`config.mk`:
```
export PLATFORM = sky130hd
export DESIGN_NAME = truco_mao_sequencer
export DESIGN_NICKNAME = d
export VERILOG_FILES = /design/src/rtl/truco_mao_sequencer.sv
export SDC_FILE = /design/constraint.sdc
export NUM_CORES = 1
export LEC_CHECK = 0
export CORE_ASPECT_RATIO = 0.5
export CORE_MARGIN = 4
export CORE_UTILIZATION = 32
export DETAILED_ROUTE_END_ITERATION = 12
export MAX_ROUTING_LAYER = met4
export PLACE_DENSITY = 0.57
export SYNTH_ARGS = -nofsm -noshare
export SYNTH_HDL_FRONTEND = slang
export SYNTH_SLANG_ARGS = --single-unit
```
`constraint.sdc`:
```
create_clock -name CLK -period 2.32 [get_ports CLK]
set_input_delay 0.348 -clock CLK [delete_from_list [all_inputs] [get_ports CLK]]
set_output_delay 0.348 -clock CLK [all_outputs]
set_load 0.01 [all_outputs]
```
`src/rtl/truco_mao_sequencer.sv`:
```
// truco_mao_sequencer: runs one truco hand (mao). It collects one card per
// player per trick, resolves best-of-three with the tie rules, arbitrates
// raises 1->3->6->9->12 and emits a single v1/v2/e strobe with the hand value P.
// Optional build macro RAISE_ALT_EN: the player who made the last accepted
// raise may not raise again; only the opponent may re-raise.
module truco_mao_sequencer #(
  parameter int RANK_W = 4,
  parameter int MAX_P  = 12
) (
  input  logic              CLK,
  input  logic              Clr,
  input  logic              Start,
  input  logic [RANK_W-1:0] C1,
  input  logic [RANK_W-1:0] C2,
  input  logic              Play1,
  input  logic              Play2,
  input  logic              T1,
  input  logic              T2,
  input  logic              Acc,
  input  logic              Run,
  output logic              v1,
  output logic              v2,
  output logic              e,
  output logic [3:0]        P,
  output logic              Busy,
  output logic              Pend,
  output logic [1:0]        Trick
);

  typedef enum logic [2:0] {S_IDLE, S_PLAY, S_CMP, S_PEND, S_DONE} state_t;
  typedef enum logic [1:0] {R_NONE, R_W1, R_W2, R_TIE} res_t;

  localparam logic [3:0] MAX_PV = 4'(MAX_P);

  state_t            state, state_nxt;
  logic [3:0]        p_val, p_nxt;
  logic [1:0]        trick, trick_nxt;
  logic              got1, got1_nxt, got2, got2_nxt;
  logic [RANK_W-1:0] card1, card1_nxt, card2, card2_nxt;
  res_t              hist0, hist0_nxt, hist1, hist1_nxt;
  res_t              outcome, outcome_nxt;
  logic              raiser, raiser_nxt;

  res_t              cmp_res;
  logic [2:0]        dres;
  logic              dec_c;
  res_t              win_c;
  logic              raise_req, req_p2, raise_ok, alt_ok;

  function automatic res_t rank_cmp(input logic [RANK_W-1:0] a, input logic [RANK_W-1:0] b);
    if (a > b)      return R_W1;
    else if (b > a) return R_W2;
    else            return R_TIE;
  endfunction

  // Hand decision after the trick with index t; returns {decided, winner}.
  // Undecided histories reaching trick 2 are only (TIE,TIE) and (X,Y).
  function automatic logic [2:0] decide(input logic [1:0] t, input res_t h0,
                                        input res_t h1, input res_t r);
    logic dec;
    res_t w;
    dec = 1'b0;
    w   = R_NONE;
    case (t)
      2'd1: begin
        if (h0 == R_TIE) begin
          if (r != R_TIE) begin
            dec = 1'b1;
            w   = r;
          end
        end else if (r == R_TIE || r == h0) begin
          dec = 1'b1;
          w   = h0;
        end
      end
      2'd2: begin
        dec = 1'b1;
        if (h0 == R_TIE && h1 == R_TIE) w = r;
        else                             w = (r == R_TIE) ? h0 : r;
      end
      default: ;
    endcase
    return {dec, w};
  endfunction

  function automatic logic [3:0] next_value(input logic [3:0] p);
    case (p)
      4'd1:    return 4'd3;
      4'd3:    return 4'd6;
      4'd6:    return 4'd9;
      4'd9:    return 4'd12;
      default: return p;
    endcase
  endfunction

  assign cmp_res   = rank_cmp(card1, card2);
  assign dres      = decide(trick, hist0, hist1, cmp_res);
  assign dec_c     = dres[2];
  assign win_c     = res_t'(dres[1:0]);
  assign raise_req = T1 ^ T2;
  assign req_p2    = T2;
  assign raise_ok  = raise_req && (p_val < MAX_PV) && alt_ok;

`ifdef RAISE_ALT_EN
  logic last_vld;
  logic last_raiser;
  // Remember who made the last accepted raise; forgotten at a new hand
  always_ff @(posedge CLK) begin
    if (Clr || (state == S_IDLE && Start)) begin
      last_vld    <= 1'b0;
      last_raiser <= 1'b0;
    end else if (state == S_PEND && Acc && !Run) begin
      last_vld    <= 1'b1;
      last_raiser <= raiser;
    end
  end
  assign alt_ok = !(last_vld && (last_raiser == req_p2));
`else
  assign alt_ok = 1'b1;
`endif

  // State and hand-context registers; Clr clears everything
  always_ff @(posedge CLK) begin
    if (Clr) begin
      state   <= S_IDLE;
      p_val   <= 4'd0;
      trick   <= 2'd0;
      got1    <= 1'b0;
      got2    <= 1'b0;
      card1   <= '0;
      card2   <= '0;
      hist0   <= R_NONE;
      hist1   <= R_NONE;
      outcome <= R_NONE;
      raiser  <= 1'b0;
    end else begin
      state   <= state_nxt;
      p_val   <= p_nxt;
      trick   <= trick_nxt;
      got1    <= got1_nxt;
      got2    <= got2_nxt;
      card1   <= card1_nxt;
      card2   <= card2_nxt;
      hist0   <= hist0_nxt;
      hist1   <= hist1_nxt;
      outcome <= outcome_nxt;
      raiser  <= raiser_nxt;
    end
  end

  // Next-state logic: card collection, raise arbitration and trick resolution
  always_comb begin
    state_nxt   = state;
    p_nxt       = p_val;
    trick_nxt   = trick;
    got1_nxt    = got1;
    got2_nxt    = got2;
    card1_nxt   = card1;
    card2_nxt   = card2;
    hist0_nxt   = hist0;
    hist1_nxt   = hist1;
    outcome_nxt = outcome;
    raiser_nxt  = raiser;
    case (state)
      S_IDLE: begin
        if (Start) begin
          state_nxt   = S_PLAY;
          p_nxt       = 4'd1;
          trick_nxt   = 2'd0;
          got1_nxt    = 1'b0;
          got2_nxt    = 1'b0;
          card1_nxt   = '0;
          card2_nxt   = '0;
          hist0_nxt   = R_NONE;
          hist1_nxt   = R_NONE;
          outcome_nxt = R_NONE;
          raiser_nxt  = 1'b0;
        end
      end
      S_PLAY: begin
        if (raise_ok) begin
          // An accepted raise takes the cycle; card strobes alongside it are dropped
          state_nxt  = S_PEND;
          raiser_nxt = req_p2;
        end else begin
          if (Play1 && !got1) begin
            got1_nxt  = 1'b1;
            card1_nxt = C1;
          end
          if (Play2 && !got2) begin
            got2_nxt  = 1'b1;
            card2_nxt = C2;
          end
          if ((got1 || Play1) && (got2 || Play2)) state_nxt = S_CMP;
        end
      end
      S_CMP: begin
        if (trick == 2'd0) hist0_nxt = cmp_res;
        if (trick == 2'd1) hist1_nxt = cmp_res;
        if (dec_c) begin
          outcome_nxt = win_c;
          state_nxt   = S_DONE;
        end else begin
          trick_nxt = trick + 2'd1;
          got1_nxt  = 1'b0;
          got2_nxt  = 1'b0;
          state_nxt = S_PLAY;
        end
      end
      S_PEND: begin
        if (Acc && !Run) begin
          p_nxt     = next_value(p_val);
          state_nxt = S_PLAY;
        end else if (Run && !Acc) begin
          outcome_nxt = raiser ? R_W2 : R_W1;
          state_nxt   = S_DONE;
        end
      end
      S_DONE:  state_nxt = S_IDLE;
      default: state_nxt = S_IDLE;
    endcase
  end

  assign v1    = (state == S_DONE) && (outcome == R_W1);
  assign v2    = (state == S_DONE) && (outcome == R_W2);
  assign e     = (state == S_DONE) && (outcome == R_TIE);
  assign P     = p_val;
  assign Busy  = (state == S_PLAY) || (state == S_CMP) || (state == S_PEND);
  assign Pend  = (state == S_PEND);
  assign Trick = trick;

endmodule

```
Yosys cells after proc, flatten, opt, wreduce, memory -nomap -nowiden. Index checks and enable logic that the tools add are counted.

Output and inout port bits: 11. Flip-flop bits (word level): 26. Input port bits: 17. Logic and storage cells: 138.

Reductions and logical operators: 37. $lt $le $gt $ge: 3. Equal/unequal tests: 33. $add $sub $neg: 1. Bitwise operators: 1. Multiplexer cells: 52.

Operators with widths (number): $mux W2 (14); $mux W4 (7); $pmux W4 S2 (3); $ne A2 B2 Y1 const B (11); $mux W3 (6); $pmux W2 S2 (4); $pmux W4 S4 (1); $reduce_and A3 Y1 (5); $reduce_and A5 Y1 (3); $eq A2 B2 Y1 const B (6); $pmux W3 S4 (1); $reduce_and A4 Y1 (3); $mux W1 (11); $logic_and A1 B1 Y1 (10); $gt A4 B4 Y1 (2); $eq A3 B2 Y1 const B (2); $pmux W1 S3 (2); $pmux W2 S3 (1); $reduce_bool A2 Y1 (3); $reduce_bool A3 Y1 (2); $logic_or A1 B1 Y1 (5); $ne A5 B1 Y1 const B (1); $eq A2 B1 Y1 const B (2); $eq A4 B1 Y1 const B (1); 16 further kinds (21).

Longest topological paths before layout. Gate-level depths: netlist of run 1.

Depth in word-level cells: 10. Gate-level depth with buffers: 8. Mapped depth without buffers: 8.

Least setup slack after synthesis of run 1. Ideal clock, no wire load.

Path kind: reg2reg. Start point: register card1[3]. End point: register outcome[0]. Arrival: 2.031 ns. Setup time: 0.070 ns. Data required time: 2.250 ns. Cell stages (with the launch flop): 9. Path buffers: 0. Slack: 0.219 ns. Period minus slack after synthesis: 2.101 ns. Cell sequence: dfxtp_1 inv_1 ha_1 and4_4 and3_4 a211oi_4 a2111oi_2 or4_1 a21oi_1.

Cells in the longest elaborated chain, start to end: 10. Elaborated cells on any way between the ends: 22. Classes of those cells: 2 x order compare; 4 x eq/ne; 14 x mux; 2 x reduce/logical.

Ends and longest elaborated chain: start, declared (RTL line 39) `logic [RANK_W-1:0] card1, card1_nxt, card2, card2_nxt;`; start signal, assigned (RTL line 142) `card1 <= card1_nxt;`; $gt A4 B4 Y1 (RTL line 52) `else if (b > a) return R_W2;`; $mux W1 (RTL line 52); $mux W2 (*) (RTL line 51) `if (a > b) return R_W1;`; $eq A2 B2 Y1 (on tied branches) (RTL line 71, 79); $logic_or A1 B1 Y1 (RTL line 71) `end else if (r == R_TIE || r == h0) begin`; $mux W1 or $mux W2 (tied branches) (RTL line 71); $mux W1 or $mux W2 (tied branches) (RTL line 66) `if (h0 == R_TIE) begin`; $pmux W1 S2 or $pmux W2 S2 (tied branches) (RTL line 64) `case (t)`; $ne A2 B2 Y1 (no line) or $mux W2 (tied branches); $reduce_and A5 Y1 (no line) or $pmux W2 S3 (tied branches); end signal, assigned (RTL line 146) `outcome <= outcome_nxt;`; end, declared (RTL line 41) `res_t outcome, outcome_nxt;`.

Every way passes the cells marked *; elsewhere a longest branch is shown, timed or not. The select of a mux whose other input is x is not followed. A chain may end at the register's enable or synchronous reset.

Final worst setup path of run 1.
Start point: register card1[2]. End point: register outcome[0].

Same word-level chain as after synthesis.

==> impl_results.md, run 1 <==
* CTS tree: done
* Slew margin rel. at 54.64%
* Mux contribution to synthesized area at 0.6410%
* Clock Path Buffers at 2
* P_leak at 0.7317 nW
* Starting Density at 34.30%
* #FFs+latches synth at 24
* Worst IR Drop VDD at 0.2630 mV
* Sequential share of the synthesized area at 30.77%
* Top_reg_cell synth: dfxtp_1
* Wirelength, routed at 4.061 mm
* Worst hold margin at 0.4710 ns
* Syn Nets at 226
* Fin area at 2017 um^2
* Bufs and invs on worst path at 1
* Synth Area in Simple Gates at 29.01%
* CP arrival at 2.39 ns
* Postcts setup bufs at 0
* Worst-path cell with the longest stage delay: or4_1
* Chip Height at 57.40 um
* Die area at 6129 um^2
* Cell Chain, Critical Path: inv_1 > ha_1 > and4_4 > and3_4 > a211oi_4 > a2111oi_2 > or4_1 > a21oi_1
* Inserted Diodes at 0
* Final Cycle Share at 94.77%
* Area of the core at 4552 um^2
* Io pins at 28
* Largest family of logic cells by synthesized area: simple AND/OR/NAND/NOR gates
* Non-Filler Instances at 300
* Tmin final at 2.199 ns
* Global-route wire length before repair at 6.679 mm
* Hold crit path type: reg2reg
* Crit path launch type: flop
* Via count at 1520
* Clk_skew at 0.002003 ns
* Critical path's top delay family: simple AND/OR/NAND/NOR gates
* Synth Area in Compound Gates at 26.28%
* Level count of the clock H-tree at 1
* Worst-path maximum fanout at 6
* Clock tree root driver cell: clkbuf_8
* Syn Std Cell Area at 1561 um^2
* TritonCTS buffer count at 3
* Remaining routing DRC violations at 0
* Placed Area at 1928 um^2
* Count of pins over their slew limit at 0
* Synthesized area per cell at 7.730 um^2
* Largest stage delay, worst path at 0.53 ns
* Pin count of the biggest net entering global routing at 16
* XOR/XNOR share of the synthesized area at 1.122%
* Power Density at 665.6 nW/um^2
* Number of flops mapped to enable cells by yosys at 0
* Worst Path Required at 2.51 ns
* Status: finished clean
* Clock slew at reported path FFs at 0.09 ns
* Final setup viols at 0
* Cell variety after synth at 50
* First drt pass iteration count at 4
* Starting DRT DRC Count at 41
* Clk sinks at 24
* Initial antenna violation count at 0
* Fraction of layout instances using a drive strength above 1 at 10.68%
* Worst-Skew Late Latency at 0.26 ns
* Area Overhead vs Synth at 29.17%
* Wire per inst at 13.54 um
* Fin. Hold Viols at 0
* Worst setup EP type: flop
* Worst slew pin tran at 0.6710 ns
* Row Count at 17
* Max Fclk at 454.8 MHz
* Final core utilization at 44.31%
* Commonest non-fill, non-tap cell in the layout: clkdlybuf4s50_1
* Floorplan die width at 106.8 um
* Setup TNS at 0 ns
* Area share of fa/ha/maj cells after synthesis at 5.609%
* Yosys warning count at 0
* GRT overflow at 0
* Synthesized instance count at 202
* RSZ-0062 raised after global routing: no
* Port bufs at 27
* Dpl hpwl at 3.088 mm
* Drt via density at 5.067
* Global Route Usage Sum at 13.95%
* Async S/R FF share, synth at 0%
* # nets final at 259
* Placer Congestion at 0.8130
* Placed Cells incl. Taps at 296
* Most frequent cells in the layout: clkdlybuf4s50_1 (27), a21oi_1 (26), dfxtp_1 (24), nor2_1 (22), inv_1 (16)
* Detail Route Antenna Nets at 0
* Vias in the first global route at 1396
* CP Class: reg2reg
* Max-Cap Viols at 0
[routing by layer]
metal,track usage (%),wire length (um),vias to the layer above
met2,20.84,1732,40
met1,19.26,2052,690
met5,-,0,-
met4,3.643,57,0
met3,2.712,218,6
li1,-,-,784
[layout make-up]
type                       instances  area, um^2
clock buffer                       3       41.29
clock inverter                     1       30.03
fill                             487        2535
inverter                          17       63.81
multi-input combinational        155       996.0
sequential                        24       480.5
tap                               66       82.58
timing repair buffer              34       322.8
[worst paths after layout]
kind / from / to / slack, ns / cells past startpoint
setup / recovery: card1[2]$_SDFFE_PP0P_ / outcome[0]$_SDFFE_PP0P_ / 0.12 / 8
setup reg to reg: card1[2]$_SDFFE_PP0P_ / outcome[0]$_SDFFE_PP0P_ / 0.12 / 8
hold reg to reg: card1[3]$_SDFFE_PP0P_ / card1[3]$_SDFFE_PP0P_ / 0.47 / 2
hold / removal: card1[3]$_SDFFE_PP0P_ / card1[3]$_SDFFE_PP0P_ / 0.47 / 2
[worst min-delay path, delay by kind of cell (launching register included)]
| family | cells | cell delay [ns] |
|---|---|---|
| AO/OA/AOI/OAI | 1 | 0.05 |
| flip-flops | 1 | 0.32 |
| AND/OR/NAND/NOR | 1 | 0.06 |
[report_power, final]
group | internal [mW] | switching [mW] | total [mW]
Combinational | 0.222 | 0.266 | 0.488
Sequential | 0.447 | 0.0408 | 0.488
Clock | 0.231 | 0.136 | 0.367
Total | 0.900 | 0.443 | 1.34
[synth_stat cells, types with 3 or more instances]
library cell | count | share of area [%]
a21oi_1 | 27 | 8.7
clkbuf_1 | 3 | 0.72
dfxtp_1 | 24 | 31
ha_1 | 7 | 5.6
inv_1 | 16 | 3.8
nand2_1 | 11 | 2.6
nand2b_1 | 10 | 4.0
nand3_1 | 13 | 4.2
nor2_1 | 22 | 5.3
nor2b_1 | 5 | 2.0
nor3_1 | 5 | 1.6
o211ai_1 | 5 | 2.4
o21ai_0 | 5 | 1.6
o21ai_1 | 3 | 0.96
o22ai_1 | 3 | 1.2
[logic make-up (layout without fill, tap and decap cells)]
kind of cell / Yosys count / in the layout
XOR/XNOR: 2 / 2
multiplexers: 1 / 1
buffers and inverters: 23 / 55
AO/OA/AOI/OAI: 62 / 62
adder cells (fa/ha/maj): 7 / 7
AND/OR/NAND/NOR: 83 / 83
flip-flops: 24 / 24
[per-stage QoR]
stage	worst slack [ns]	power, mW
CTS	0.04553	1.340
global placement	0.1478	0.9610
finish	0.1213	1.342
global route	0.01513	1.437
detailed placement	0.08391	0.9663
floorplan	0.2189	0.8093
[flip-flops by register name, indices dropped and copies added, names as in the netlist]
name     count
got1         1
card1        4
raiser       1
hist0        2
Trick        2
outcome      2
got2         1
P            4
state        3
card2        4
[what timing repair did]
action / 4_1_cts / 5_1_grt
setup endpoints to repair: 0 / 1
hold buffers: 0 / 0
gates resized for setup: 0 / 3
(Power assumes the default switching activity.)
==> inputs of run 2 (changes only) <==
--- a/config.mk
+++ b/config.mk
@@ -5,12 +5,14 @@
 export SDC_FILE = /design/constraint.sdc
 export NUM_CORES = 1
 export LEC_CHECK = 0
+export CELL_PAD_IN_SITES_DETAIL_PLACEMENT = 1
+export CELL_PAD_IN_SITES_GLOBAL_PLACEMENT = 1
 export CORE_ASPECT_RATIO = 0.5
-export CORE_MARGIN = 4
+export CORE_MARGIN = 10
 export CORE_UTILIZATION = 32
 export DETAILED_ROUTE_END_ITERATION = 12
 export MAX_ROUTING_LAYER = met4
-export PLACE_DENSITY = 0.57
+export PLACE_DENSITY = 0.72
 export SYNTH_ARGS = -nofsm -noshare
 export SYNTH_HDL_FRONTEND = slang
 export SYNTH_SLANG_ARGS = --single-unit
==> run 2 against run 1 <==
Clock skew is essentially flat. Sequential cell count did not move. First-iteration DRC count rose by 59%. Clock power is 3% higher. Wire length up 26%. Largest cell class unchanged. Largest power group is now combinational logic.
==> impl_results.md, run 2 (same netlist as run 1, synthesis figures left out) <==
* GRT overflow at 0 (unchanged)
* CP Class: reg2reg
* Worst-path cell with the longest stage delay: or4_1
* Wirelength, routed at 5.135 mm (+26%)
* Hold crit path type: reg2reg
* Largest stage delay, worst path at 0.57 ns (+0.04 ns)
* Area of the core at 4552 um^2 (unchanged)
* Fin. Hold Viols at 0 (unchanged)
* Remaining routing DRC violations at 0 (unchanged)
* Clk pwr share at 26.5% (-0.8 points)
* Max Fclk at 446.3 MHz (-1.9%)
* Dpl hpwl at 3.858 mm (+25%)
* Net Sw Frac at 34.12% (+1.1 points)
* Fraction of layout instances using a drive strength above 1 at 12.18% (+1.5 points)
* Slew margin rel. at 68.53% (+14 points)
* Clock tree root driver cell: clkbuf_8
* Worst hold margin at 0.4849 ns (+0.01391 ns)
* Pin count of the biggest net entering global routing at 16 (unchanged)
* Io pins at 28 (unchanged)
* Row Count at 17 (unchanged)
* Setup TNS at 0 ns (unchanged)
* Floorplan die width at 118.8 um (+11%)
* Vias in the first global route at 1660 (+19%)
* Port bufs at 27 (unchanged)
* Area Overhead vs Synth at 31.17%
* Starting Density at 34.30% (unchanged)
* Wire per inst at 16.89 um (+25%)
* Worst-path maximum fanout at 5 (-1)
* Detail Route Antenna Nets at 0 (unchanged)
* Final Cycle Share at 96.58% (+1.8 points)
* Power Density at 693.1 nW/um^2 (+4.1%)
* Global Route Usage Sum at 12.10% (-1.9 points)
* Placed Area at 1943 um^2 (+0.78%)
* Clk_skew at 0.002354 ns (+0.0003513 ns)
* Via count at 1588 (+4.5%)
* Placer Congestion at 0.8669 (+6.6%)
* WL met3 at 196 um (-10%)
* Starting DRT DRC Count at 65 (+59%)
* Sequential share of power at 34.5% (-1.8 points)
* Clock Path Buffers at 2 (unchanged)
* Status: finished clean
* Initial antenna violation count at 0 (unchanged)
* CTS tree: done
* Worst-Skew Late Latency at 0.27 ns (about the same)
* RSZ-0062 raised after global routing: no
* Chip Height at 69.40 um (+21%)
* Drt via density at 5.224 (+3.1%)
* R2R Setup Slk at 0.08 ns (-0.04 ns)
* First drt pass iteration count at 4 (unchanged)
* Cell internal pwr at 0.9353 mW (+4.0%)
* Worst IR Drop VDD at 0.2814 mV (+7.0%)
* Commonest non-fill, non-tap cell in the layout: clkdlybuf4s50_1
* Global-route wire length before repair at 8.293 mm (+24%)
* Place WS at 0.06012 ns (-0.02379 ns)
* Hold_buf cts at 0 (unchanged)
* Worst Path Required at 2.53 ns (+0.02 ns)
* Worst slew pin tran at 0.4720 ns (-0.1989 ns)
* Count of pins over their slew limit at 0 (unchanged)
* Inserted Diodes at 0 (unchanged)
* Level count of the clock H-tree at 1 (unchanged)
* Final setup viols at 0 (unchanged)
* Psw at 0.4843 mW (+9.4%)
* Clock slew at reported path FFs at 0.09 ns (about the same)
* Post-route setup slack at 0.07945 ns (-0.04187 ns)
* Worst setup EP type: flop
* Most frequent cells in the layout: clkdlybuf4s50_1 (27), a21oi_1 (26), dfxtp_1 (24), nor2_1 (22), inv_1 (16)
* Uppermost layer routed: met4
* TritonCTS buffer count at 3 (unchanged)
* Max-Cap Viols at 0 (unchanged)
* Routed met2 length at 2.357 mm (+36%)
* Tmin final at 2.241 ns (+0.04187 ns)
* Die area at 8243 um^2 (+34%)
* Fin area at 2048 um^2 (+1.6%)
* Crit path launch type: flop
* CP arrival at 2.45 ns (+0.06 ns)
* Logic pwr share at 39.0% (+2.7 points)
* Clk sinks at 24 (unchanged)
* Cell Chain, Critical Path: inv_1 > ha_1 > nor2b_1 > o211ai_2 > and2_4 > a2111oi_2 > or4_1 > a21oi_1
* M1 wire length at 2.506 mm (+22%)
* # nets final at 263 (+1.5%)
* P_leak at 0.7518 nW (+2.7%)
-- run 2: layout make-up --
cell class	count	area, um^2
sequential	24	480.5
inverter	17	63.81
timing repair buffer	38	352.8
multi-input combinational	155	997.2
clock inverter	1	30.03
fill	563	2504
tap	66	82.58
clock buffer	3	41.29
-- run 2: per-stage QoR --
| stage | utilization (%) | total power, mW | cells |
|---|---|---|---|
| floorplan | - | 0.8093 | 202 |
| global placement | 42.69 | 0.9724 | 298 |
| detailed placement | 42.69 | 0.9926 | 298 |
| CTS | 44.26 | 1.378 | 302 |
| global route | 45.00 | 1.504 | 304 |
| finish | 45.00 | 1.420 | 304 |
-- run 2: path summary, 6_finish.rpt --
kind,start,end,cells past startpoint
hold reg to reg,card1[2]$_SDFFE_PP0P_,card1[2]$_SDFFE_PP0P_,2
hold / removal,card1[2]$_SDFFE_PP0P_,card1[2]$_SDFFE_PP0P_,2
setup reg to reg,card1[1]$_SDFFE_PP0P_,outcome[0]$_SDFFE_PP0P_,8
setup / recovery,card1[1]$_SDFFE_PP0P_,outcome[0]$_SDFFE_PP0P_,8
-- run 2: critical path, delay by kind of cell (launching register included) --
family | cells | cell delay (ns)
AO/OA/AOI/OAI | 3 | 0.53
AND/OR/NAND/NOR | 3 | 0.98
adder cells (fa/ha/maj) | 1 | 0.30
flip-flops | 1 | 0.34
buffers and inverters | 1 | 0.04
-- run 2: power groups by stage --
stage | Combinational, mW | Sequential, mW | Clock [mW]
global placement | 0.479 | 0.493 | 0
floorplan | 0.331 | 0.478 | 0
CTS | 0.501 | 0.488 | 0.389
global route | 0.609 | 0.496 | 0.399
detailed placement | 0.495 | 0.498 | 0
finish | 0.554 | 0.489 | 0.377
-- run 2: metal layers --
metal  vias to the layer above  global-route usage (%)
li1                        788                       -
met1                       759                   15.06
met2                        33                   20.11
met3                         8                   1.862
met4                         0                   2.796
met5                         -                       -
-- run 2: timing repair --
action                                  4_1_cts  5_1_grt
endpoints found under the setup margin        0        1
resized for setup                             0        4
setup buffers                                 0        2
